[config.mk]
export PLATFORM = sky130hd
export DESIGN_NAME = sram_fill_sequencer
export DESIGN_NICKNAME = d
export VERILOG_FILES = /design/src/rtl/sram_fill_sequencer.sv
export SDC_FILE = /design/constraint.sdc
export NUM_CORES = 1
export LEC_CHECK = 0
export CAP_MARGIN = 20
export CORE_ASPECT_RATIO = 1.5
export CORE_MARGIN = 2
export CORE_UTILIZATION = 50
export CTS_CLUSTER_DIAMETER = 80
export DETAILED_ROUTE_END_ITERATION = 6
export PLACE_DENSITY = 0.83
export SETUP_SLACK_MARGIN = 0.3
export SYNTH_ARGS = -nofsm -noshare
export SYNTH_HDL_FRONTEND = slang
export SYNTH_SLANG_ARGS = --single-unit
[constraint.sdc]
create_clock -name i_clk -period 7.3 [get_ports i_clk]
set_clock_uncertainty 0.1 [all_clocks]
set_input_delay 1.46 -clock i_clk [delete_from_list [all_inputs] [get_ports i_clk]]
set_output_delay 1.46 -clock i_clk [all_outputs]
set_load 0.03 [all_outputs]
[src/rtl/sram_fill_sequencer.sv]
// sram_fill_sequencer: one fill request -> DRAM line-fetch stream + per-chunk collector commands; SFS_PAD_EN adds pad chunks.
// Both streams registered, first beat 1 cycle after o_req_ack, 1 beat/cycle; each stream holds its payload until its own ack.
module sram_fill_sequencer #(
   parameter int GBW   = 32,
   parameter int LBW   = 10,
   parameter int CSIZE = 32,
   parameter int VSIZE = 32,
   localparam int CC_BW  = $clog2(CSIZE),
   localparam int CV_BW1 = $clog2(VSIZE + 1)
) (
   input  logic                 i_clk,
   input  logic                 i_rst,
   input  logic                 i_req_rdy,
   output logic                 o_req_ack,
   input  logic [GBW-1:0]       i_req_gaddr,
   input  logic [LBW:0]         i_req_len,
`ifdef SFS_PAD_EN
   input  logic [LBW:0]         i_req_lpad,
   input  logic [LBW:0]         i_req_rpad,
`endif
   output logic                 o_dram_rdy,
   input  logic                 i_dram_ack,
   output logic [GBW-CC_BW-1:0] o_dram_laddr,
   output logic                 o_cmd_rdy,
   input  logic                 i_cmd_ack,
   output logic [1:0]           o_cmd_type,
   output logic                 o_cmd_islast,
   output logic [CC_BW-1:0]     o_cmd_addrofs,
   output logic [CV_BW1-1:0]    o_cmd_len
);

   localparam int RW = LBW + 1;
   localparam int LW = GBW - CC_BW;
   localparam logic [RW-1:0] VS_R = RW'(VSIZE);
   localparam logic [RW-1:0] CS_R = RW'(CSIZE);

`ifdef SFS_PAD_EN
   typedef enum logic [1:0] {C_IDLE, C_LPAD, C_DATA, C_RPAD} cst_t;
`else
   typedef enum logic [0:0] {C_IDLE, C_DATA} cst_t;
`endif
   typedef enum logic {L_IDLE, L_ISSUE} lst_t;

   cst_t              r_cst, w_cst_nxt, w_ph, w_nph;
   lst_t              r_lst, w_lst_nxt;
   logic [RW-1:0]     r_data_rem, w_dl, w_dl_nxt;
   logic [GBW-1:0]    r_cur_gaddr, w_ga, w_ga_nxt;
   logic              r_cmd_rdy, r_cmd_islast;
   logic [CC_BW-1:0]  r_cmd_addrofs, w_ofs, w_aofs;
   logic [CV_BW1-1:0] r_cmd_len;
   logic [RW-1:0]     w_room, w_dmin, w_len;
   logic              w_last, w_load, w_accept;
   logic [LW-1:0]     r_dram_laddr, r_line_last, w_first, w_lline;
   logic [GBW-1:0]    w_lend;
`ifdef SFS_PAD_EN
   logic [RW-1:0]     r_lpad_rem, r_rpad_rem, w_lp, w_rp, w_lp_nxt, w_rp_nxt;
   logic [1:0]        r_cmd_type, w_type;
`endif

   // Both streams must have fully drained before a new request is taken.
   assign w_accept  = i_rst && i_req_rdy && (r_cst == C_IDLE) && !r_cmd_rdy && (r_lst == L_IDLE);
   assign o_req_ack = w_accept;

   always_comb begin
      w_ph = r_cst;
      w_dl = r_data_rem;
      w_ga = r_cur_gaddr;
`ifdef SFS_PAD_EN
      w_lp = r_lpad_rem;
      w_rp = r_rpad_rem;
`endif
      // On accept the first chunk is computed straight from the request so it lands one cycle later.
      if (w_accept) begin
         w_dl = i_req_len;
         w_ga = i_req_gaddr;
`ifdef SFS_PAD_EN
         w_lp = i_req_lpad;
         w_rp = i_req_rpad;
         if (w_lp != '0)      w_ph = C_LPAD;
         else if (w_dl != '0) w_ph = C_DATA;
         else if (w_rp != '0) w_ph = C_RPAD;
         else                 w_ph = C_IDLE;
`else
         w_ph = (w_dl != '0) ? C_DATA : C_IDLE;
`endif
      end

      w_ofs    = w_ga[CC_BW-1:0];
      w_room   = CS_R - RW'(w_ofs);
      w_dmin   = (w_dl < w_room) ? w_dl : w_room;
      w_len    = '0;
      w_last   = 1'b0;
      w_aofs   = '0;
      w_nph    = w_ph;
      w_dl_nxt = w_dl;
      w_ga_nxt = w_ga;
`ifdef SFS_PAD_EN
      w_type   = 2'd0;
      w_lp_nxt = w_lp;
      w_rp_nxt = w_rp;
`endif
      case (w_ph)
`ifdef SFS_PAD_EN
         C_LPAD: begin
            w_len    = (w_lp < VS_R) ? w_lp : VS_R;
            w_type   = 2'd2;
            w_lp_nxt = w_lp - w_len;
            if (w_lp_nxt == '0)
               w_nph = (w_dl != '0) ? C_DATA : ((w_rp != '0) ? C_RPAD : C_IDLE);
         end
         C_RPAD: begin
            w_len    = (w_rp < VS_R) ? w_rp : VS_R;
            w_type   = 2'd2;
            w_rp_nxt = w_rp - w_len;
            if (w_rp_nxt == '0) w_nph = C_IDLE;
         end
`endif
         C_DATA: begin
            w_len    = (w_dmin < VS_R) ? w_dmin : VS_R;
            w_aofs   = w_ofs;
            w_last   = (w_len == w_room) || (w_len == w_dl);
            w_dl_nxt = w_dl - w_len;
            w_ga_nxt = w_ga + GBW'(w_len);
`ifdef SFS_PAD_EN
            if (w_dl_nxt == '0) w_nph = (w_rp != '0) ? C_RPAD : C_IDLE;
`else
            if (w_dl_nxt == '0) w_nph = C_IDLE;
`endif
         end
         default: w_nph = C_IDLE;
      endcase

      w_load    = (w_ph != C_IDLE) && (!r_cmd_rdy || i_cmd_ack);
      w_cst_nxt = w_load ? w_nph : r_cst;
   end

   always_ff @(posedge i_clk or negedge i_rst) begin
      if (!i_rst) r_cst <= C_IDLE;
      else        r_cst <= w_cst_nxt;
   end

   always_ff @(posedge i_clk or negedge i_rst) begin
      if (!i_rst) begin
         r_data_rem    <= '0;
         r_cur_gaddr   <= '0;
         r_cmd_rdy     <= 1'b0;
         r_cmd_islast  <= 1'b0;
         r_cmd_addrofs <= '0;
         r_cmd_len     <= '0;
`ifdef SFS_PAD_EN
         r_lpad_rem    <= '0;
         r_rpad_rem    <= '0;
         r_cmd_type    <= 2'd0;
`endif
      end else if (w_load) begin
         r_data_rem    <= w_dl_nxt;
         r_cur_gaddr   <= w_ga_nxt;
         r_cmd_rdy     <= 1'b1;
         r_cmd_islast  <= w_last;
         r_cmd_addrofs <= w_aofs;
         r_cmd_len     <= CV_BW1'(w_len);
`ifdef SFS_PAD_EN
         r_lpad_rem    <= w_lp_nxt;
         r_rpad_rem    <= w_rp_nxt;
         r_cmd_type    <= w_type;
`endif
      end else if (i_cmd_ack) begin
         r_cmd_rdy <= 1'b0;
      end
   end

   assign o_cmd_rdy     = r_cmd_rdy;
   assign o_cmd_islast  = r_cmd_islast;
   assign o_cmd_addrofs = r_cmd_addrofs;
   assign o_cmd_len     = r_cmd_len;
`ifdef SFS_PAD_EN
   assign o_cmd_type    = r_cmd_type;
`else
   assign o_cmd_type    = 2'd0;
`endif

   // Line range wraps with the word address.
   assign w_first = LW'(i_req_gaddr >> CC_BW);
   assign w_lend  = i_req_gaddr + GBW'(i_req_len) - GBW'(1);
   assign w_lline = LW'(w_lend >> CC_BW);

   always_comb begin
      w_lst_nxt = r_lst;
      case (r_lst)
         L_IDLE:  if (w_accept && (i_req_len != '0)) w_lst_nxt = L_ISSUE;
         L_ISSUE: if (i_dram_ack && (r_dram_laddr == r_line_last)) w_lst_nxt = L_IDLE;
         default: w_lst_nxt = L_IDLE;
      endcase
   end

   always_ff @(posedge i_clk or negedge i_rst) begin
      if (!i_rst) begin
         r_lst        <= L_IDLE;
         r_dram_laddr <= '0;
         r_line_last  <= '0;
      end else begin
         r_lst <= w_lst_nxt;
         if (r_lst == L_IDLE) begin
            if (w_lst_nxt == L_ISSUE) begin
               r_dram_laddr <= w_first;
               r_line_last  <= w_lline;
            end
         end else if (i_dram_ack && (w_lst_nxt == L_ISSUE)) begin
            r_dram_laddr <= r_dram_laddr + LW'(1);
         end
      end
   end

   assign o_dram_rdy   = (r_lst == L_ISSUE);
   assign o_dram_laddr = r_dram_laddr;

endmodule

Word-level counts from Yosys, hierarchy flattened

Index checks and enable logic that the tools add are counted.

Output and inout port bits: 44
Flip-flop bits (word level): 112
Input bits: 48
Word-level logic and storage cells: 62

Mux-type cells: 21
Add/sub/neg operators: 6
Equality and inequality tests: 4
Order comparisons: 2
Reduce and logical (&&, ||, !) cells: 17
Bitwise gates (word level): 2

Operator list:

| cell                    | number |
|---|---|
| $mux W27                | 3 |
| $add A32 B11 Y32        | 2 |
| $mux W32                | 2 |
| $mux W11                | 4 |
| $sub A32 B1 Y32 const B | 1 |
| $add A27 B1 Y27 const B | 1 |
| $eq A27 B27 Y1          | 1 |
| $eq A11 B11 Y1          | 2 |
| $logic_not A11 Y1       | 1 |
| $lt A11 B11 Y1          | 1 |
| $lt A11 B6 Y1 const B   | 1 |
| $reduce_bool A11 Y1     | 1 |
| $sub A11 B11 Y11        | 1 |
| $mux W1                 | 9 |
| $logic_and A1 B1 Y1     | 8 |
| $sub A6 B5 Y7 const A   | 1 |
| $mux W6                 | 1 |
| $mux W5                 | 1 |
| $reduce_and A2 Y1       | 2 |
| $reduce_bool A2 Y1      | 2 |
| $logic_or A1 B1 Y1      | 2 |
| $ne A2 B1 Y1 const B    | 1 |
| $not A1 Y1              | 2 |
| $pmux W1 S2             | 1 |
| $logic_not A1 Y1        | 1 |

Longest topological paths before layout

Gate-level depths: netlist of run 1.

Depth in word-level cells: 14
Gate-level depth with buffers: 28
Depth with buffers taken out: 26

Worst setup path after synthesis of run 1

No wires, ideal clock.

Path type: input to register
Start point: input i_rst
End point: register r_cst
Setup slack: 0.484 ns
Cell stages on the path: 26
Setup time: 0.139 ns
Path buffers: 4
Arrival: 6.578 ns
Required time: 7.061 ns
Path through: and4bb_1 > nand2_1 > buf_2 > buf_1 > clkbuf_1 > a21oi_1 > ha_1 > xnor2_1 > ha_1 > a21o_1 > a21oi_1 > o31a_1 > o211ai_4 > buf_6 > o31ai_1 > ha_1 > inv_1 > fa_1 > a21o_1 > a21oi_1 > o221ai_1 > a21o_1 > a21oi_1 > xnor2_1 > nor3_1 > a31oi_1

Cells in the longest elaborated chain, start to end: 14
Elaborated cells on any way between the ends: 17
Those cells by class: 2 x add/sub; 2 x order compare; 7 x mux; 6 x reduce/logical

Ends and longest elaborated chain:

| element                            | RTL line | source |
|---|---|---|
| start, declared                    | 12       | `input logic i_rst,` |
| $logic_and A1 B1 Y1 * (4 in a row) | 61       | `assign w_accept = i_rst && i_req_rdy && (r_cst == C_IDLE) && !r_cmd_rdy && (r_lst == L_IDLE);` |
| $mux W32                           | 73       | `if (w_accept) begin` |
| $sub A6 B5 Y7                      | 89       | `w_room = CS_R - RW'(w_ofs);` |
| $lt A11 B11 Y1                     | 90       | `w_dmin = (w_dl < w_room) ? w_dl : w_room;` |
| $mux W11                           | 90       |  |
| $lt A11 B6 Y1                      | 119      | `w_len = (w_dmin < VS_R) ? w_dmin : VS_R;` |
| $mux W11                           | 119      |  |
| $sub A11 B11 Y11                   | 122      | `w_dl_nxt = w_dl - w_len;` |
| $logic_not A11 Y1                  | 127      | `if (w_dl_nxt == '0) w_nph = C_IDLE;` |
| $mux W1                            | 127      |  |
| $mux W1                            | 102      | `case (w_ph)` |
| end signal, assigned               | 139      | `else r_cst <= w_cst_nxt;` |
| end, declared                      | 44       | `cst_t r_cst, w_cst_nxt, w_ph, w_nph;` |

Every way passes the cells marked *; elsewhere a longest branch is shown, timed or not.
A chain may end at the register's enable or synchronous reset.

Final worst setup path of run 1

Start point: input i_req_rdy
End point: register r_cst

Cells in the longest elaborated chain, start to end: 14
Elaborated cells on any way between the ends: 17
Those cells by class: 2 x add/sub; 2 x order compare; 7 x mux; 6 x reduce/logical

Ends and longest elaborated chain:

| element                            | RTL line | source |
|---|---|---|
| start, declared                    | 13       | `input logic i_req_rdy,` |
| $logic_and A1 B1 Y1 * (4 in a row) | 61       |  |
| $mux W32                           | 73       |  |
| $sub A6 B5 Y7                      | 89       |  |
| $lt A11 B11 Y1                     | 90       |  |
| $mux W11                           | 90       |  |
| $lt A11 B6 Y1                      | 119      |  |
| $mux W11                           | 119      |  |
| $sub A11 B11 Y11                   | 122      |  |
| $logic_not A11 Y1                  | 127      |  |
| $mux W1                            | 127      |  |
| $mux W1                            | 102      |  |

Marks and branches as above.

==> run_results.csv, run 1 <==
group,metric,value,unit
floorplan,die_y,148,um
global_route,grt_max_degree,60,
routing,drc,0,
routing,dr.pass1.iters,5,
place,dp.final_hpwl,15100,um
power_and_ir_drop,leakagePower,3.96,nW
cells_and_area,drive_above_1_share,6.12,%
floorplan,core-area,0.0135,mm^2
global_route,grt_pass1_vias,6565,
run_status,status,"complete, no violations",
clock_tree,cts_tree,"yes",
place,dp.cells,1110,
worst_setup_path,required,7410,ps
floorplan,rows,52,
synthesis,yosysMostFrequentCell,"nand2_1",
floorplan,start_util,51.3,%
timing,slew_headroom,43.9,%
power_and_ir_drop,vdd_ir_drop_max,0.367,mV
worst_setup_path,start_kind,"primary input",
synthesis,synth_area,0.00694,mm^2
clock_tree,cts_setup_buffers,0,
global_route,gr-usage-all-layers,26.6,%
clock_tree,cts-root-buf,"clkbuf_16",
timing,rsz0062_at_grt,"false",
job,maxCapViolations,0,
worst_setup_path,cp_max_fo,8,
synthesis,ys_types,68,
global_route,overflow,0,
cells_and_area,fill_cells,1172,
floorplan,io_pins,92,
routing,num_vias,6667,
hold_path,worst_hold_path_type,"flip-flop to flip-flop",
worst_setup_path,crit_type,"primary input to flip-flop",
cells_and_area,syn2layout_area_growth,20.6,%
synthesis,synth.top_cells.by_count,"109 x nand2_1, 91 x inv_1, 85 x dfrtp_1, 76 x o21ai_0, 67 x a21oi_1",
synthesis,seq_area_frac_synth,30.7,%
routing,drtIter0Drc,332,
place,place.gp.congestion,0.954,
power_and_ir_drop,p_per_area,429,mW/mm^2
synthesis,ys_ff_latch,85,
timing,final.setup.tns,0,ps
cells_and_area,multi_input_area,0.00434,mm^2
floorplan,die_x,100,um
clock_tree,cts_buffers,9,
routing,wl_per_cell,17.6,um
global_route,grt_pass1_wl,31400,um
place,port_buffers,89,
synthesis,synth_edf_count,0,
clock_tree,cts_sinks,85,
place,pre_cts_slack,310,ps
synthesis,async_flop_share,100,%
timing,slew_violations,0,
worst_setup_path,crit_arrival,6720,ps
synthesis,synth_area_leaders,"dfrtp_1 31%, ha_1 11%, nand2_1 5.9%",
synthesis,synth.avg_cell_area,7.99,um^2
worst_setup_path,cp-end-kind,"flip-flop",
floorplan,die_area,0.0149,mm^2
synthesis,ys.flop_type,"dfrtp_1",
clock_tree,clock_latency,350,ps
cells_and_area,num_antenna_cells,0,
synthesis,syn_inst,868,
clock_tree,cts_max_level,3,
timing,finalHoldViolations,0,
timing,setup_violations,0,
timing,period_share,90.6,%
timing,worstMarginPinSlew,841,ps
global_route,antenna_found_initial,0,
clock_tree,clk_pin_slew,70,ps
cells_and_area,final_cells,1126,
synthesis,yosysWarningCount,0,
routing,viasPerCell,5.92,
routing,routed_wl,19800,um
timing,fin_crit,6610,ps
timing,fmaxAchievable,0.151,GHz
clock_tree,clk_path_buf_depth,2,
synthesis,synth_top_area_share,30.7,%
synthesis,synth_area_leader_cell,"dfrtp_1",
timing,fin_ws,689,ps
routing,detail-route-antenna-nets,0,
cells_and_area,register_area,0.00213,mm^2
cells_and_area,num-nets-final,1069,
## metal layers
metal  track usage, %  part of all wire, %
met5                0                    0
met4             13.0                  4.0
met3             2.77                  4.3
met1             29.2                   38
met2             50.0                   53
## worst max-delay path, stage by stage
cell	delay, ps
clkdlybuf4s50_1	500
and4bb_1	260
nand2_1	110
buf_4	200
nor2_1	120
a21oi_1	80
ha_1	260
xnor2_1	260
ha_1	290
a21o_1	180
a21oi_1	140
o31a_1	200
o211ai_4	120
mux2i_4	230
a211oi_1	300
inv_1	210
fa_1	460
a21o_1	200
a21oi_2	200
o221ai_1	190
xnor2_1	170
nor4_1	270
nand2_1	80
nor3_1	140
a31oi_1	100
## cells by family (layout without fill, tap and decap cells)
logic type | count (synthesis) | count (layout) | share of synthesized area, %
AO/OA/AOI/OAI | 246 | 246 | 21.5
XOR/XNOR | 64 | 64 | 8.08
adder cells (fa/ha/maj) | 62 | 62 | 11.4
buffers and inverters | 126 | 218 | 7.11
flip-flops | 85 | 85 | 30.7
multiplexers | 17 | 17 | 2.78
other | 2 | 6 | 0.108
AND/OR/NAND/NOR | 266 | 266 | 18.3
## flip-flops by register name, indices dropped and copies added (netlist names)
name,flops
r_cur_gaddr,5
r_data_rem,11
o_cmd_len,6
o_cmd_rdy,1
o_dram_laddr,27
r_cst,1
o_cmd_addrofs,5
r_line_last,27
o_cmd_islast,1
o_dram_rdy,1
## cell usage in the layout (no fill, tap or decap), types with 32 or more instances in the layout
master	netlist	final
nor2_1	41	41
inv_1	91	91
o21ai_0	76	76
a21oi_1	67	66
ha_1	60	60
xor2_1	33	33
dfrtp_1	85	85
clkdlybuf4s50_1	0	88
nand2_1	109	108
nand3_1	32	32
## report_power, final
group	total (mW)	switching [mW]	internal (mW)
clock network	0.480	0.206	0.274
registers	0.894	0.227	0.667
logic	2.21	1.28	0.929
## worst paths after layout
kind,startpoint,to,slack (ps),cells past startpoint
max in group asynchronous,i_rst,o_dram_laddr[17],4980,3
max reg2reg,r_cst,r_cst,1790,24
min,o_cmd_addrofs[3],o_cmd_addrofs[3],380,2
min in group asynchronous,i_rst,r_data_rem[1],1040,2
min reg2reg,o_cmd_addrofs[3],o_cmd_addrofs[3],380,2
max,i_req_rdy,r_cst,690,25
## layout make-up
cell class | count | area share (%)
clock buffers | 10 | 2.86
multi-input cells | 661 | 51.9
well taps | 162 | 2.42
inverters | 92 | 4.13
clock inverters | 6 | 0.748
repair buffers | 110 | 12.5
flip-flops and latches | 85 | 25.4
## per-stage QoR
step	total power, mW	hold slack (ps)	cell area (um^2)	util, %
after detailed placement	3.07	364	8060	59.6
final	3.59	384	8370	61.8
after global routing	3.85	412	8370	61.8
after CTS	3.56	383	8360	61.8
after floorplan	2.37	339	6950	-
after global placement	3.04	366	8060	59.6
## timing repair
item	4_1_cts	5_1_grt
hold buffers	0	0
endpoints found under the hold margin	0	0
resized for setup	0	2
setup endpoints to repair	0	2
Power figures use the tool's default switching activity.
==> run 2, diff against run 1 <==
--- a/config.mk
+++ b/config.mk
@@ -5,14 +5,14 @@
 export SDC_FILE = /design/constraint.sdc
 export NUM_CORES = 1
 export LEC_CHECK = 0
-export CAP_MARGIN = 20
 export CORE_ASPECT_RATIO = 1.5
 export CORE_MARGIN = 2
 export CORE_UTILIZATION = 50
 export CTS_CLUSTER_DIAMETER = 80
 export DETAILED_ROUTE_END_ITERATION = 6
-export PLACE_DENSITY = 0.83
+export PLACE_DENSITY = 0.85
 export SETUP_SLACK_MARGIN = 0.3
+export SLEW_MARGIN = 40
 export SYNTH_ARGS = -nofsm -noshare
 export SYNTH_HDL_FRONTEND = slang
 export SYNTH_SLANG_ARGS = --single-unit
==> constraint.sdc (replaced) <==
create_clock -name i_clk -period 5.4 [get_ports i_clk]
set_clock_uncertainty 0.1 [all_clocks]
set_input_delay 1.08 -clock i_clk [delete_from_list [all_inputs] [get_ports i_clk]]
set_output_delay 1.08 -clock i_clk [all_outputs]
set_load 0.03 [all_outputs]
==> run 2 against run 1 <==
Net effect: non-clock buffer count grew 77; total power is 70% higher; sequential power increased by 35%; critical path type unchanged; die area unchanged; cell count grew 6.8%; via count is 6.9% higher; count of clock-buffer cells in the layout fell by 1; first-iteration DRC count rose by 21%; hold slack worse by 3.9 ps; utilization grew 7.4 points; routed wire length rose by 9.2%; sequential share of layout area down 2.7 points.
==> run_results.csv, run 2 (synthesized netlist as in run 1, its figures left out) <==
group,metric,value,unit
cells_and_area,num_antenna_cells,0,
routing,drtIter0Drc,402,
clock_tree,clock_latency,350,ps
timing,fmaxAchievable,0.191,GHz
clock_tree,cts_max_level,3,
floorplan,die_y,148,um
timing,period_share,96.8,%
timing,slew_violations,0,
timing,slew_headroom,48.0,%
floorplan,rows,52,
floorplan,die_x,100,um
floorplan,core-area,0.0135,mm^2
clock_tree,cts_sinks,85,
place,dp.final_hpwl,15800,um
cells_and_area,syn2layout_area_growth,35.1,%
timing,finalHoldViolations,0,
global_route,grt_pass1_wl,34000,um
power_and_ir_drop,p_per_area,651,mW/mm^2
global_route,antenna_found_initial,0,
cells_and_area,fill_cells,1016,
timing,rsz0062_at_grt,"true",
clock_tree,clk_path_buf_depth,2,
timing,setup_violations,0,
power_and_ir_drop,total_power,6.10,mW
global_route,grt_max_degree,47,
floorplan,start_util,51.3,%
job,maxCapViolations,0,
routing,dr.pass1.iters,5,
global_route,overflow,0,
timing,worstMarginPinSlew,777,ps
clock_tree,cts_tree,"yes",
power_and_ir_drop,vdd_ir_drop_max,0.632,mV
place,place.gp.congestion,0.956,
clock_tree,cts_hold_buf,0,
cells_and_area,final_cell_mix,"102 x nand2_1, 90 x buf_4, 85 x dfrtp_1, 84 x inv_1, 83 x clkdlybuf4s50_1",
routing,routed_wl,21600,um
clock_tree,cts-root-buf,"clkbuf_16",
global_route,grt_pass1_vias,6949,
clock_tree,cts_buffers,9,
worst_setup_path,cp-end-kind,"flip-flop",
worst_setup_path,crit_type,"primary input to flip-flop",
hold_path,worst_hold_path_type,"flip-flop to flip-flop",
clock_tree,clk_pin_slew,70,ps
routing,num_vias,7129,
floorplan,die_area,0.0149,mm^2
cells_and_area,num-nets-final,1146,
routing,wl_per_cell,18.0,um
routing,detail-route-antenna-nets,0,
floorplan,io_pins,92,
routing,viasPerCell,5.93,
routing,drc,0,
cells_and_area,final_common_cell,"nand2_1",
timing,final.setup.tns,0,ps
power_and_ir_drop,leakagePower,4.42,nW
timing,fin_crit,5230,ps
worst_setup_path,required,5520,ps
run_status,status,"complete, no violations",
worst_setup_path,cp_max_fo,6,
global_route,gr-usage-all-layers,28.9,%
worst_setup_path,crit_arrival,5350,ps
place,port_buffers,89,
place,pre_cts_slack,-638,ps
timing,fin_ws,173,ps
worst_setup_path,start_kind,"primary input",
cells_and_area,drive_above_1_share,18.9,%
-- run 2: cell count changes in the layout (fill, tap and decap cells not counted), moves of 5 or more --
cell             delta
o21ai_0             -5
buf_6               +8
clkdlybuf4s50_1     -5
ha_1                -7
inv_2               +5
nand2_1             -6
nand2_2             +5
ha_4                +6
buf_4              +68
a21oi_1             -6
inv_1               -7
-- run 2: timing repair --
action,4_1_cts,5_1_grt
pin swaps,32,33
resized for setup,41,41
setup endpoints to repair,10,8
gates cloned,0,0
buffers inserted,11,8
hold endpoints to repair,0,0
-- run 2: cell type report --
| type | instances | area [um^2] | share of cell area, % |
|---|---|---|---|
| inverters | 92 | 350 | 3.74 |
| flip-flops and latches | 85 | 2130 | 22.7 |
| well taps | 162 | 203 | 2.16 |
| clock inverters | 7 | 65.1 | 0.694 |
| multi-input cells | 661 | 4740 | 50.6 |
| clock buffers | 9 | 225 | 2.40 |
| repair buffers | 187 | 1660 | 17.7 |
-- run 2: layer usage --
metal	global-route usage (%)	share of wire, %	wire length (um)
met1	33.1	38	8140
met5	0	0	0
met3	4.14	5.1	1100
met2	52.0	53	11400
met4	13.8	4.3	925
-- run 2: path summary, 6_finish.rpt --
kind	end	start	slack (ps)	depth (start not counted)
max in group asynchronous	r_line_last[6]	i_rst	3400	4
worst min-delay path	r_data_rem[1]	r_data_rem[1]	380	2
min in group asynchronous	r_line_last[21]	i_rst	830	3
worst max register to register	r_cst	r_cst	480	23
worst min register to register	r_data_rem[1]	r_data_rem[1]	380	2
worst max-delay path	r_cst	i_rst	170	24
-- run 2: through the flow --
step / area (um^2) / hold WS [ps] / util (%) / cells
floorplan: 7110 / 339 / - / 872
global placement: 8650 / 356 / 63.9 / 1168
detailed placement: 8650 / 362 / 63.9 / 1168
CTS: 9130 / 383 / 67.5 / 1195
global route: 9370 / 412 / 69.2 / 1203
finish: 9370 / 380 / 69.2 / 1203
-- run 2: critical path, stage by stage --
cell,delay [ps]
buf_8,110
and4bb_2,240
nand2_4,150
inv_4,60
buf_6,130
mux2i_4,180
xor2_1,180
ha_1,330
nand3_2,70
o31a_1,270
o211ai_4,340
buf_6,160
nor2_2,40
a211oi_2,250
inv_2,100
fa_2,360
a21o_1,200
a21oi_4,180
o221ai_4,130
a21o_1,180
a21oi_2,180
xnor2_2,110
nor3_2,210
a31oi_1,100
-- run 2: power breakdown --
group,internal [mW],switching (mW)
clock network,0.323,0.292
logic,2.07,2.20
registers,0.899,0.315
